===== config.mk =====
export PLATFORM = sky130hd
export DESIGN_NAME = seg7_scan_reader
export DESIGN_NICKNAME = d
export VERILOG_FILES = /design/src/rtl/seg7_pkg.sv /design/src/rtl/seg7_pattern_decode.sv /design/src/rtl/seg7_scan_reader.sv
export SDC_FILE = /design/constraint.sdc
export NUM_CORES = 1
export LEC_CHECK = 0
export ABC_AREA = 1
export ABC_CLOCK_PERIOD_IN_PS = 6900
export BUFFER_PORTS_ARGS = -buffer_cell sky130_fd_sc_hd__buf_2
export CAP_MARGIN = 20
export CORE_AREA = 2 2 68 70
export CTS_BUF_LIST = sky130_fd_sc_hd__clkbuf_8
export CTS_CLUSTER_DIAMETER = 100
export DETAILED_ROUTE_END_ITERATION = 10
export DIE_AREA = 0 0 70 72
export HOLD_SLACK_MARGIN = 0.1
export PLACE_DENSITY = 0.73
export SYNTH_ARGS = -nofsm -noshare
export SYNTH_HDL_FRONTEND = slang
export SYNTH_SLANG_ARGS = --single-unit

===== constraint.sdc =====
create_clock -name clk -period 6.9 [get_ports clk]
set_input_delay 0 -clock clk [delete_from_list [all_inputs] [get_ports clk]]
set_output_delay 0 -clock clk [all_outputs]
set_load 0.02 [all_outputs]

===== src/rtl/seg7_pkg.sv =====
// Shared seven-segment definitions: active-high abcdefg encodings (a = bit 6),
// the blank digit code and the scan-reader state encoding.
package seg7_pkg;

    localparam logic [6:0] SEG_0     = 7'h7E;
    localparam logic [6:0] SEG_1     = 7'h30;
    localparam logic [6:0] SEG_2     = 7'h6D;
    localparam logic [6:0] SEG_3     = 7'h79;
    localparam logic [6:0] SEG_4     = 7'h33;
    localparam logic [6:0] SEG_5     = 7'h5B;
    localparam logic [6:0] SEG_6     = 7'h5F;
    localparam logic [6:0] SEG_7     = 7'h70;
    localparam logic [6:0] SEG_8     = 7'h7F;
    localparam logic [6:0] SEG_9     = 7'h7B;
    localparam logic [6:0] SEG_BLANK = 7'h00;

    localparam logic [3:0] DIGIT_BLANK = 4'hF;

    typedef enum logic {
        ACQUIRE = 1'b0,
        HOLD    = 1'b1
    } state_t;

endpackage


===== src/rtl/seg7_pattern_decode.sv =====
// Combinational seven-segment to BCD decoder. Anything that is not a legal
// digit reports DIGIT_BLANK; blank is flagged separately from illegal.
module seg7_pattern_decode
    import seg7_pkg::*;
(
    input  logic [6:0] seg,
    output logic       legal,
    output logic       blank,
    output logic [3:0] bcd
);

    always_comb begin
        legal = 1'b1;
        blank = 1'b0;
        bcd   = DIGIT_BLANK;
        case (seg)
            SEG_0: bcd = 4'd0;
            SEG_1: bcd = 4'd1;
            SEG_2: bcd = 4'd2;
            SEG_3: bcd = 4'd3;
            SEG_4: bcd = 4'd4;
            SEG_5: bcd = 4'd5;
            SEG_6: bcd = 4'd6;
            SEG_7: bcd = 4'd7;
            SEG_8: bcd = 4'd8;
            SEG_9: bcd = 4'd9;
            SEG_BLANK: begin
                legal = 1'b0;
                blank = 1'b1;
            end
            default: legal = 1'b0;
        endcase
    end

endmodule


===== src/rtl/seg7_scan_reader.sv =====
// Receive side of a multiplexed seven-segment bus: debounces each strobe/pattern
// pair and latches the decoded BCD value into the strobed digit slot.
//
// state   | meaning
// ACQUIRE | input stable for fewer than STABLE_CYCLES edges, still counting
// HOLD    | current pair already evaluated; wait for the input to change
module seg7_scan_reader
    import seg7_pkg::*;
#(
    parameter int NUM_DIGITS    = 4,
    parameter int STABLE_CYCLES = 4
)
(
    input  logic                    clk,
    input  logic                    rst,
    input  logic [6:0]              seg_in,
    input  logic [NUM_DIGITS-1:0]   dig_en,
    output logic [4*NUM_DIGITS-1:0] digit_out,
    output logic [NUM_DIGITS-1:0]   digit_valid,
    output logic                    frame_done,
    output logic                    pattern_err
);

    localparam int SW    = NUM_DIGITS + 7;
    localparam int CNT_W = $clog2(STABLE_CYCLES + 1);
    localparam logic [CNT_W-1:0] CNT_SAT   = CNT_W'(STABLE_CYCLES);
    localparam logic [CNT_W-1:0] CNT_LATCH = CNT_W'(STABLE_CYCLES - 1);

    state_t                    state_q, state_d;
    logic [SW-1:0]             raw;
    logic [SW-1:0]             sample_q, sample_d;
    logic [CNT_W-1:0]          cnt_q, cnt_d;
    logic [NUM_DIGITS-1:0]     dig_q;
    logic [6:0]                seg_q;
    logic                      dig_onehot;
    logic                      latch;

    logic                      dec_legal;
    logic                      dec_blank;
    logic [3:0]                dec_bcd;

    logic [NUM_DIGITS-1:0]     seen_q;
    logic [NUM_DIGITS-1:0]     seen_set;
    logic                      frame_hit;

    logic [4*NUM_DIGITS-1:0]   digit_q;
    logic [NUM_DIGITS-1:0]     valid_q;
    logic                      frame_done_q;
    logic                      pattern_err_q;

    assign raw        = {dig_en, seg_in};
    assign dig_q      = sample_q[SW-1:7];
    assign seg_q      = sample_q[6:0];
    assign dig_onehot = $onehot(dig_q);

    seg7_pattern_decode u_decode (
        .seg   (seg_q),
        .legal (dec_legal),
        .blank (dec_blank),
        .bcd   (dec_bcd)
    );

    always_ff @(posedge clk or posedge rst) begin
        if (rst) begin
            state_q  <= ACQUIRE;
            sample_q <= '0;
            cnt_q    <= '0;
        end else begin
            state_q  <= state_d;
            sample_q <= sample_d;
            cnt_q    <= cnt_d;
        end
    end

    // A non-one-hot strobe still moves to HOLD so it is evaluated only once.
    always_comb begin
        state_d  = state_q;
        sample_d = sample_q;
        cnt_d    = cnt_q;
        latch    = 1'b0;
        if (raw != sample_q) begin
            sample_d = raw;
            cnt_d    = '0;
            state_d  = ACQUIRE;
        end else begin
            if (cnt_q < CNT_SAT) begin
                cnt_d = cnt_q + 1'b1;
            end
            if (state_q == ACQUIRE && cnt_q == CNT_LATCH) begin
                state_d = HOLD;
                latch   = dig_onehot;
            end
        end
    end

    assign seen_set  = seen_q | dig_q;
    assign frame_hit = latch && (&seen_set);

    always_ff @(posedge clk or posedge rst) begin
        if (rst) begin
            digit_q       <= {NUM_DIGITS{DIGIT_BLANK}};
            valid_q       <= '0;
            seen_q        <= '0;
            frame_done_q  <= 1'b0;
            pattern_err_q <= 1'b0;
        end else begin
            frame_done_q  <= frame_hit;
            pattern_err_q <= latch && !dec_legal && !dec_blank;
            if (latch) begin
                seen_q <= frame_hit ? '0 : seen_set;
            end
            for (int i = 0; i < NUM_DIGITS; i++) begin
                if (latch && dig_q[i]) begin
                    digit_q[4*i +: 4] <= dec_bcd;
                    valid_q[i]        <= dec_legal;
                end
            end
        end
    end

    assign digit_out   = digit_q;
    assign digit_valid = valid_q;
    assign frame_done  = frame_done_q;
    assign pattern_err = pattern_err_q;

endmodule


Word level (Yosys, flattened, before mapping)

Cells that the tools add are included.

Register bits: 41
Latch bits: 0
Memory bits (writable): 0
Bits in read-only memories: 0
Input port bits: 13
Output and inout port bits: 22
Word-level logic and storage cells: 59
Memories kept: 0

$add $sub $neg: 4
$mul: 0
Divide/modulo/power cells: 0
$lt $le $gt $ge: 1
Equal/unequal tests: 13
Shifts and indexed selects: 0
Multiplexer cells: 10
Bitwise gates (word level): 2
Reductions and logical operators: 15

Operators by type and width:

| kind                                                 | count |
|---|---|
| equality test 7 bit (second input constant)          | 8 |
| case mux 4 bit (10 select lines)                     | 1 |
| equality test 7 x 6 -> 1 bit (second input constant) | 2 |
| inequality test 11 bit                               | 1 |
| OR reduction 10 bit                                  | 1 |
| logical AND 1 bit                                    | 8 |
| zero test 7 bit                                      | 1 |
| two-way mux 1 bit                                    | 6 |
| two-way mux 3 bit                                    | 2 |
| adder 1 x 1 -> 2 bit                                 | 2 |
| two-way mux 4 bit                                    | 1 |
| bitwise OR 4 bit                                     | 1 |
| AND reduction 4 bit                                  | 1 |
| nonzero test 2 bit                                   | 2 |
| adder 2 x 2 -> 3 bit                                 | 1 |
| adder 3 x 1 -> 3 bit (second input constant)         | 1 |
| equality test 3 x 1 -> 1 bit (second input constant) | 1 |
| equality test 3 x 2 -> 1 bit (second input constant) | 1 |
| less-than comparator 3 bit (second input constant)   | 1 |
| zero test 1 bit                                      | 2 |
| inverter 1 bit                                       | 1 |

Logic depth before layout (Yosys ltp)

Gate-level depths: netlist of run 1.

Depth after elaboration: 7
Gate-level depth with buffers: 12
Depth with buffers taken out: 12

Cells and area by module

Synthesis of run 1 repeated with hierarchy kept, for this count alone.

Cell total of the unflattened synthesis: 287
Area, all modules: 2252.2 sq um

Modules (own cells, without submodules):

| module              | instances | cells each | area an instance (sq um) | seq. area each (sq um) |
|---|---|---|---|---|
| seg7_scan_reader    | 1         | 235        | 2025.7                   | 1046.0 |
| seg7_pattern_decode | 1         | 52         | 226.5                    | 0.0 |

Worst setup path before layout of run 1

Ideal clock, no wire load.

Path kind: register to register
From: register sample_q[7]
To: register valid_q[3] (netlist: digit_valid[3])
Setup time: 0.065 ns
Arrival: 2.508 ns
Required time: 6.835 ns
Slack: 4.327 ns
Stages on the path, launching flop included: 12
Path buffers: 0
Clock period less this slack: 2.573 ns
Cell sequence: dfrtp_1 > inv_1 > fa_1 > inv_1 > ha_1 > ha_1 > nand3b_1 > nor2_1 > nand3_4 > nor2_4 > nand2_1 > nand2_1

Cells in the longest elaborated chain, start to end: 6
Elaborated cells on any way between the ends: 7
Those cells by class: add/sub (2); eq/ne (2); mux (2); reduce/logical (1)

RTL lines:

| element                                    | line                    | text |
|---|---|---|
| start: declaration                         | seg7_scan_reader.sv:31  | `logic [SW-1:0] sample_q, sample_d;` |
| start signal: assignment                   | seg7_scan_reader.sv:70  | `sample_q <= sample_d;` |
| adder 1 x 1 -> 2 bit (not written as such) | seg7_scan_reader.sv:54  | `assign dig_onehot = $onehot(dig_q);` |
| adder 2 x 2 -> 3 bit (not written as such) | seg7_scan_reader.sv:54  |  |
| equality test 3 x 1 -> 1 bit               | seg7_scan_reader.sv:54  |  |
| two-way mux 1 bit                          | seg7_scan_reader.sv:89  | `if (state_q == ACQUIRE && cnt_q == CNT_LATCH) begin` |
| two-way mux 1 bit *                        | seg7_scan_reader.sv:81  | `if (raw != sample_q) begin` |
| logical AND 1 bit *                        | seg7_scan_reader.sv:113 | `if (latch && dig_q[i]) begin` |
| end signal: indexed assignment             | seg7_scan_reader.sv:115 | `valid_q[i] <= dec_legal;` |
| end: declaration                           | seg7_scan_reader.sv:47  | `logic [NUM_DIGITS-1:0] valid_q;` |

Every way passes the cells marked *; elsewhere a longest branch is shown, timed or not.
A chain may end at the register's enable or synchronous reset.

Worst setup path in the final report of run 1

From: register sample_q[7]
To: register digit_q[1] (netlist: digit_out[1])

Cells in the longest elaborated chain, start to end: 6
Elaborated cells on any way between the ends: 7
Those cells by class: add/sub (2); eq/ne (2); mux (2); reduce/logical (1)

RTL lines:

| element                                    | line                    | text |
|---|---|---|
| adder 1 x 1 -> 2 bit (not written as such) | seg7_scan_reader.sv:54  |  |
| adder 2 x 2 -> 3 bit (not written as such) | seg7_scan_reader.sv:54  |  |
| equality test 3 x 1 -> 1 bit               | seg7_scan_reader.sv:54  |  |
| two-way mux 1 bit                          | seg7_scan_reader.sv:89  |  |
| two-way mux 1 bit                          | seg7_scan_reader.sv:81  |  |
| logical AND 1 bit *                        | seg7_scan_reader.sv:113 |  |
| end signal: assignment                     | seg7_scan_reader.sv:101 | `digit_q <= {NUM_DIGITS{DIGIT_BLANK}};` |
| end: declaration                           | seg7_scan_reader.sv:46  | `logic [4*NUM_DIGITS-1:0] digit_q;` |

Marked as above.

==> run summary, run 1 <==
OUTCOME
----------------------------------------------------------------------------------
Outcome ............................................................. finished clean

WORST SETUP PATH
----------------------------------------------------------------------------------
Number of buffers and inverters on the critical path ................            2
Critical path peak fanout ...........................................           10
Crit-path leading delay family ...................................... simple AND/OR/NAND/NOR gates
Arr. time, crit path ................................................      3.13 ns
Max incr delay on CP ................................................      0.55 ns
Type of origin of the critical path .................................         flop
Crit path cell chain ................................................ inv_1 -> fa_1 -> inv_1 -> ha_1 -> ha_1 -> nand3b_1 -> nor2_1 -> nand3_4 -> nor2_4 -> nand2_1 -> nand2_1
Start of the worst register-to-register path ........................  sample_q[7]
Nature of the critical path endpoint ................................         flop
FF-to-FF setup slack ................................................      4.00 ns
Required time of the critical path ..................................      7.14 ns
Setup Crit Path Kind ................................................      reg2reg
Path depth of the worst reg2reg path ................................           11
Critical register-to-register path endpoint ......................... digit_out[1]
Critical path's slowest cell ........................................ sky130_fd_sc_hd__fa_1

PLACE
----------------------------------------------------------------------------------
HPWL after detailed placement .......................................      3079 um
Post-Place Cells ....................................................          336
Instance area at placement ..........................................     2307 um2
Buffers on Ports ....................................................           34
Final weighted congestion in routability-driven placement ...........       0.9011

CELLS AND AREA
----------------------------------------------------------------------------------
Layout-stage area growth over the synthesis result ..................       20.08%
Share of final-layout standard cells stronger than drive strength 1 .       26.97%
Count of non-filler cells in the finished layout ....................          356
Final Instance Area .................................................     2529 um2
Antenna Diode Count .................................................            0
Layout filler cell count ............................................          390
Footprint of the multi-input gates ..................................    924.6 um2
Final net count .....................................................          321
Storage cell area ...................................................     1046 um2
Final Core Density ..................................................       59.30%

MIN PATH
----------------------------------------------------------------------------------
Min-delay worst type ................................................       in2reg
Worst hold path stage count .........................................            2
Hold endpoint ....................................................... sample_q[10]
Source of the worst hold timing path ................................    dig_en[3]

GRT
----------------------------------------------------------------------------------
Overflow after GRT ..................................................            0
First-pass GRT wire length ..........................................      7224 um
Maximum number of pins on one net before global-route repair ........           42
Number of antenna violations at the first check in global routing ...            0
Vias in the first global route ......................................         1604
Global routing usage summed across all routing layers ...............       18.41%

ROUTE
----------------------------------------------------------------------------------
Antenna violation net count after detailed routing ..................            0
Vias ................................................................         1681
Count of TritonRoute iterations in the first routing pass ...........            4
Via-per-instance ratio ..............................................        4.722
Detailed router's first-iteration violation count ...................           62
DRC errors left .....................................................            0
Wirelength per Cell .................................................     11.63 um
Post-Route WL .......................................................      4140 um

FLOW RUN
----------------------------------------------------------------------------------
Maximum Capacitance Violations ......................................            0

SYNTH
----------------------------------------------------------------------------------
Library cell with the largest summed area after synthesis ........... sky130_fd_sc_hd__dfrtp_1
Cell Area, Synth ....................................................     2106 um2
Commonest cells in the synthesized netlist .......................... sky130_fd_sc_hd__nand2_1, sky130_fd_sc_hd__dfrtp_1, sky130_fd_sc_hd__inv_1, sky130_fd_sc_hd__nor2_1, sky130_fd_sc_hd__dfstp_2
Syn Nets ............................................................          278
Unique masters post-synth ...........................................           26
Synthesis warning total .............................................            0
Cell with the most instances after synthesis ........................ sky130_fd_sc_hd__nand2_1
Area share of the largest cell type after synthesis .................       29.71%
Total of flip-flops plus latches after synthesis ....................           41
Main flop type after synthesis ...................................... sky130_fd_sc_hd__dfrtp_1
Syn Inst Count ......................................................          260
Share of synthesized registers carrying an async set or reset .......       100.0%
Synth top area cells ................................................ sky130_fd_sc_hd__dfrtp_1, sky130_fd_sc_hd__dfstp_2, sky130_fd_sc_hd__nand2_1, sky130_fd_sc_hd__inv_1, sky130_fd_sc_hd__nor2_1
Post-synth EDFFs ....................................................            0
Post-synthesis average cell area ....................................    8.099 um2
Share of synthesized area occupied by flip-flops and latches ........       49.67%

FLOORPLAN
----------------------------------------------------------------------------------
Floorplan core area .................................................     4264 um2
Ports placed on the boundary ........................................           35
Standard-cell row count .............................................           24
Initial Utilization .................................................       49.38%
Die area ............................................................     5040 um2
Horizontal die dimension ............................................        70 um
Die outline height ..................................................        72 um

CLOCK TREE
----------------------------------------------------------------------------------
Number of H-tree levels .............................................            2
CTS tree ............................................................         done
Number of sinks on the clock net ....................................           41
Clk Tree Root Cell .................................................. sky130_fd_sc_hd__clkbuf_8
Clock buffers created by TritonCTS ..................................            5
Clock latency on the worst-skew pair ................................      0.30 ns
Clock transition at the registers of the reported paths .............      0.07 ns
Number of buffers inserted to repair setup after CTS ................            0
Maximum buffer depth of the clock tree ..............................            2

POWER AND IR DROP
----------------------------------------------------------------------------------
Leakage .............................................................     1.347 nW
Power per unit of standard cell area ................................ 182.5 nW/um2
Worst supply voltage drop on vdd ....................................  0.0001252 V
Final Power .........................................................  0.0004616 W

TIMING
----------------------------------------------------------------------------------
Highest attainable clock frequency ..................................   0.3454 GHz
Unrepaired setup endpoints after global routing .....................           no
Max Transition Viols Final ..........................................            0
Fin crit period .....................................................     2.895 ns
Final worst path period share .......................................       41.96%
Final sum of negative setup slack ...................................         0 ns
Worst-margin pin slew ...............................................    0.6180 ns
Number of hold violations in the final report .......................            0
Final setup viols ...................................................            0
Worst clock skew ....................................................  0.006270 ns
Max_slew headroom ...................................................       58.65%

[report_power, final]
part	leakage (nW)	internal (W)	switching, W
combinational	0.804	0.0000172	0.0000248
sequential	0.489	0.000244	0.00000460
clock	0.0542	0.0000903	0.0000807
total	1.35	0.000351	0.000110
[cell type report]
cell class              count  area share (%)
well taps                  52           2.573
flip-flops and latches     41           41.37
repair buffers             47           11.78
clock inverters             1          0.1979
clock buffers               7           3.810
inverters                  25           3.711
multi-input cells         183           36.57
[cells in the final DEF, fill, tap and decap left out]
cell	instances
sky130_fd_sc_hd__nand2_2	4
sky130_fd_sc_hd__a21oi_1	2
sky130_fd_sc_hd__dfstp_2	16
sky130_fd_sc_hd__nand3_1	9
sky130_fd_sc_hd__nand4_1	8
sky130_fd_sc_hd__or2_2	4
sky130_fd_sc_hd__buf_4	1
sky130_fd_sc_hd__nand2_4	1
sky130_fd_sc_hd__nor2_2	1
sky130_fd_sc_hd__clkinv_2	1
sky130_fd_sc_hd__inv_2	5
sky130_fd_sc_hd__xor2_1	1
sky130_fd_sc_hd__nand3_4	1
sky130_fd_sc_hd__o21ai_0	4
sky130_fd_sc_hd__nand2_1	105
sky130_fd_sc_hd__nor2_8	1
sky130_fd_sc_hd__nand3b_1	1
sky130_fd_sc_hd__and2_1	1
sky130_fd_sc_hd__inv_1	20
sky130_fd_sc_hd__buf_2	34
sky130_fd_sc_hd__nor2_1	20
sky130_fd_sc_hd__dfrtp_1	25
sky130_fd_sc_hd__nor2_4	6
sky130_fd_sc_hd__nor4_1	1
sky130_fd_sc_hd__ha_1	4
sky130_fd_sc_hd__fa_1	1
sky130_fd_sc_hd__nor3_1	3
sky130_fd_sc_hd__xnor2_1	5
sky130_fd_sc_hd__dlygate4sd3_1	12
sky130_fd_sc_hd__clkbuf_8	7
[registers in the layout, indices dropped and copies added (netlist names)]
name / flops
digit_valid: 4
digit_out: 16
pattern_err: 1
state_q: 1
sample_q: 11
seen_q: 4
frame_done: 1
cnt_q: 3
[routing by layer]
metal,track usage (%),up-vias,part of all wire (%)
met2,31.11,23,49
met3,5.833,5,3.8
li1,-,878,-
met5,0,-,0
met1,23.04,775,45
met4,5.128,0,1.2
[stage by stage]
step,hold slack (ns),worst slack (ns)
final,0.3648,4.005
after global routing,0.3564,3.758
after CTS,0.3599,4.002
after detailed placement,0.1377,4.013
after global placement,0.1351,4.098
after floorplan,0.09761,4.327
[how the worst max path moves through the flow]
stage / end / startpoint / cells after the start / slack [ns]
after floorplan: digit_valid[3] / sample_q[7] / 11 / 4.33
after detailed placement: digit_out[1] / sample_q[7] / 11 / 4.01
final: digit_out[1] / sample_q[7] / 11 / 4.00
after global routing: digit_out[15] / sample_q[7] / 11 / 3.76
after global placement: digit_out[14] / sample_q[7] / 11 / 4.10
after CTS: digit_out[1] / sample_q[7] / 11 / 4.00
[cells by family after synthesis]
logic type	synth area share, %
AND/OR/NAND/NOR	36.66
flip-flops	49.67
buffers and inverters	6.417
AO/OA/AOI/OAI	1.426
XOR/XNOR	2.496
adder cells (fa/ha/maj)	3.328
[timing repair]
| item | 4_1_cts | 5_1_grt |
|---|---|---|
| hold buffers | 12 | 0 |
| resized for setup | 0 | 0 |
| endpoints found under the hold margin | 36 | 0 |
No activity file was read; power rests on OpenSTA's default activity.
==> inputs of run 2 (changes only) <==
Settings changed: ABC_CLOCK_PERIOD_IN_PS 6900 to 2400, PLACE_DENSITY 0.73 to 0.76.
Clock period 6.9 ns to 2.4 ns, I/O delays scaled along.
==> run 2 against run 1 <==
Effect of this change: final area up 6.1%; hold slack got worse by 0.0017 ns; register-to-register slack got worse by 3.9 ns; via count is 4.2% higher; final cell count up 3.4%; critical path type unchanged.
==> run summary, run 2 (synthesis results as in run 1) <==
CLOCK TREE
-------------------------------------------------------------------------------------
Maximum buffer depth of the clock tree .................................            2   unchanged
Clock transition at the registers of the reported paths ................      0.09 ns   was 0.07 ns
Clock latency on the worst-skew pair ...................................      0.30 ns   about the same
Clock buffers created by TritonCTS .....................................            5   unchanged
CTS tree ...............................................................         done   unchanged
Number of H-tree levels ................................................            2   unchanged
Number of sinks on the clock net .......................................           41   unchanged
Clk Tree Root Cell ..................................................... sky130_fd_sc_hd__clkbuf_8   unchanged

CELLS AND AREA
-------------------------------------------------------------------------------------
Most used cells in the layout excluding fill and tap cells ............. sky130_fd_sc_hd__nand2_1, sky130_fd_sc_hd__buf_2, sky130_fd_sc_hd__dfrtp_1, sky130_fd_sc_hd__inv_1, sky130_fd_sc_hd__nor2_1   unchanged
Most frequent standard cell in the layout excluding fill and tap cells . sky130_fd_sc_hd__nand2_1   unchanged
Number of flip-flops under the largest register name ...................           16   unchanged
Layout filler cell count ...............................................          362   was 390
Antenna Diode Count ....................................................            0   unchanged
Final net count ........................................................          333   was 321
Share of final-layout standard cells stronger than drive strength 1 ....       31.96%   was 26.97%
Footprint of the multi-input gates .....................................    977.2 um2   was 924.6 um2
Storage cell area ......................................................     1046 um2   unchanged
Final Instance Area ....................................................     2684 um2   was 2529 um2
Layout-stage area growth over the synthesis result .....................       27.45%   was 20.08%

PLACE
-------------------------------------------------------------------------------------
Final weighted congestion in routability-driven placement ..............       0.7957   was 0.9011
Buffers on Ports .......................................................           34   unchanged
Instance area at placement .............................................     2360 um2   was 2307 um2
HPWL after detailed placement ..........................................      3110 um   was 3079 um

TIMING
-------------------------------------------------------------------------------------
Final setup viols ......................................................            0   unchanged
Highest attainable clock frequency .....................................   0.4275 GHz   was 0.3454 GHz
Number of hold violations in the final report ..........................            0   unchanged
Fin crit period ........................................................     2.339 ns   was 2.895 ns
Final sum of negative setup slack ......................................         0 ns   unchanged
Final worst path period share ..........................................       97.46%   was 41.96%
Unrepaired setup endpoints after global routing ........................          yes   was no
Max Transition Viols Final .............................................            0   unchanged
Worst-margin pin slew ..................................................    0.5070 ns   was 0.6180 ns
Worst clock skew .......................................................  0.008319 ns   was 0.006270 ns
Max_slew headroom ......................................................       66.20%   was 58.65%

ROUTE
-------------------------------------------------------------------------------------
DRC errors left ........................................................            0   unchanged
Detailed router's first-iteration violation count ......................          111   was 62
Post-Route WL ..........................................................      4320 um   was 4140 um
Count of TritonRoute iterations in the first routing pass ..............            4   unchanged
Vias ...................................................................         1751   was 1681
Antenna violation net count after detailed routing .....................            0   unchanged
Wirelength per Cell ....................................................     11.74 um   was 11.63 um
Via-per-instance ratio .................................................        4.758   was 4.722

FLOW RUN
-------------------------------------------------------------------------------------
Maximum Capacitance Violations .........................................            0   unchanged

MIN PATH
-------------------------------------------------------------------------------------
Min-delay worst type ...................................................       in2reg   unchanged

GRT
-------------------------------------------------------------------------------------
Global routing usage summed across all routing layers ..................       18.11%   was 18.41%
Maximum number of pins on one net before global-route repair ...........           42   unchanged
Overflow after GRT .....................................................            0   unchanged
Number of antenna violations at the first check in global routing ......            0   unchanged
First-pass GRT wire length .............................................      7251 um   was 7224 um
Vias in the first global route .........................................         1669   was 1604

WORST SETUP PATH
-------------------------------------------------------------------------------------
Critical path peak fanout ..............................................            4   was 10
Crit-path leading delay family .........................................  adder cells   was simple AND/OR/NAND/NOR gates
Nature of the critical path endpoint ...................................         flop   unchanged
Critical path's slowest cell ........................................... sky130_fd_sc_hd__fa_1   unchanged
Required time of the critical path .....................................      2.60 ns   was 7.14 ns
Number of buffers and inverters on the critical path ...................            4   was 2
Arr. time, crit path ...................................................      2.54 ns   was 3.13 ns
Crit path cell chain ................................................... inv_2 -> fa_1 -> inv_1 -> ha_2 -> ha_4 -> nand3b_1 -> nor2_4 -> buf_4 -> buf_4 -> nand4_1 -> nand2_1 -> nand2_1   was inv_1 -> fa_1 -> inv_1 -> ha_1 -> ha_1 -> nand3b_1 -> nor2_1 -> nand3_4 -> nor2_4 -> nand2_1 -> nand2_1
Type of origin of the critical path ....................................         flop   unchanged
Setup Crit Path Kind ...................................................      reg2reg   unchanged
FF-to-FF setup slack ...................................................      0.06 ns   was 4.00 ns
Max incr delay on CP ...................................................      0.53 ns   was 0.55 ns

POWER AND IR DROP
-------------------------------------------------------------------------------------
Worst supply voltage drop on vdd .......................................  0.0002905 V   was 0.0001252 V
Power per unit of standard cell area ................................... 529.1 nW/um2   was 182.5 nW/um2
Leakage ................................................................     1.406 nW   was 1.347 nW
Final Power ............................................................   0.001420 W   was 0.0004616 W

OUTCOME
-------------------------------------------------------------------------------------
Outcome ................................................................ finished clean   unchanged

FLOORPLAN
-------------------------------------------------------------------------------------
Initial Utilization ....................................................       49.38%   unchanged
Ports placed on the boundary ...........................................           35   unchanged
Die area ...............................................................     5040 um2   unchanged
Horizontal die dimension ...............................................        70 um   unchanged
Standard-cell row count ................................................           24   unchanged
Die outline height .....................................................        72 um   unchanged
Floorplan core area ....................................................     4264 um2   unchanged

[run 2: through the flow]
step           std cells  hold WS, ns  utilization, %  worst slack [ns]
6_report             368       0.3631           62.94           0.06086
5_1_grt              368       0.3658           62.94          -0.06715
4_1_cts              365       0.3607           61.47          0.001956
3_5_place_dp         342       0.1386           55.34         -0.009664
3_3_place_gp         342       0.1353           55.34           0.03828
2_1_floorplan        260      0.09761               -           0.04334
[run 2: timing repair]
action / 4_1_cts / 5_1_grt
resized for setup: 1 / 9
setup buffers: 2 / 3
pin swaps: 2 / 4
hold buffers: 12 / 0
cloned: 1 / 0
endpoints found under the hold margin: 36 / 0
endpoints found under the setup margin: 18 / 26
[run 2: layer usage]
layer / vias up / routed length [um] / global-route usage (%)
li1: 911 / - / -
met5: - / 0 / 0
met4: 0 / 52 / 5.769
met1: 807 / 1933 / 22.81
met2: 26 / 2213 / 32.06
met3: 7 / 121 / 3.056
[run 2: final timing paths]
check                                       to          start  cells after the start
min in group asynchronous          pattern_err            rst                      4
worst max-delay path            digit_valid[0]    sample_q[7]                     12
worst min register to register   digit_out[12]  digit_out[12]                      2
max in group asynchronous        digit_out[14]            rst                      4
worst max register to register  digit_valid[0]    sample_q[7]                     12
worst min-delay path               sample_q[1]      seg_in[1]                      2
[run 2: power breakdown]
part / switching [W] / internal (W)
combinational: 0.0000797 / 0.0000576
clock: 0.000258 / 0.000312
sequential: 0.0000110 / 0.000701
[run 2: layout make-up]
cell class / instances / area share [%]
flip-flops and latches: 41 / 38.97
inverters: 25 / 3.497
clock inverters: 3 / 1.678
repair buffers: 58 / 14.45
clock buffers: 5 / 2.564
well taps: 52 / 2.424
multi-input cells: 184 / 36.41
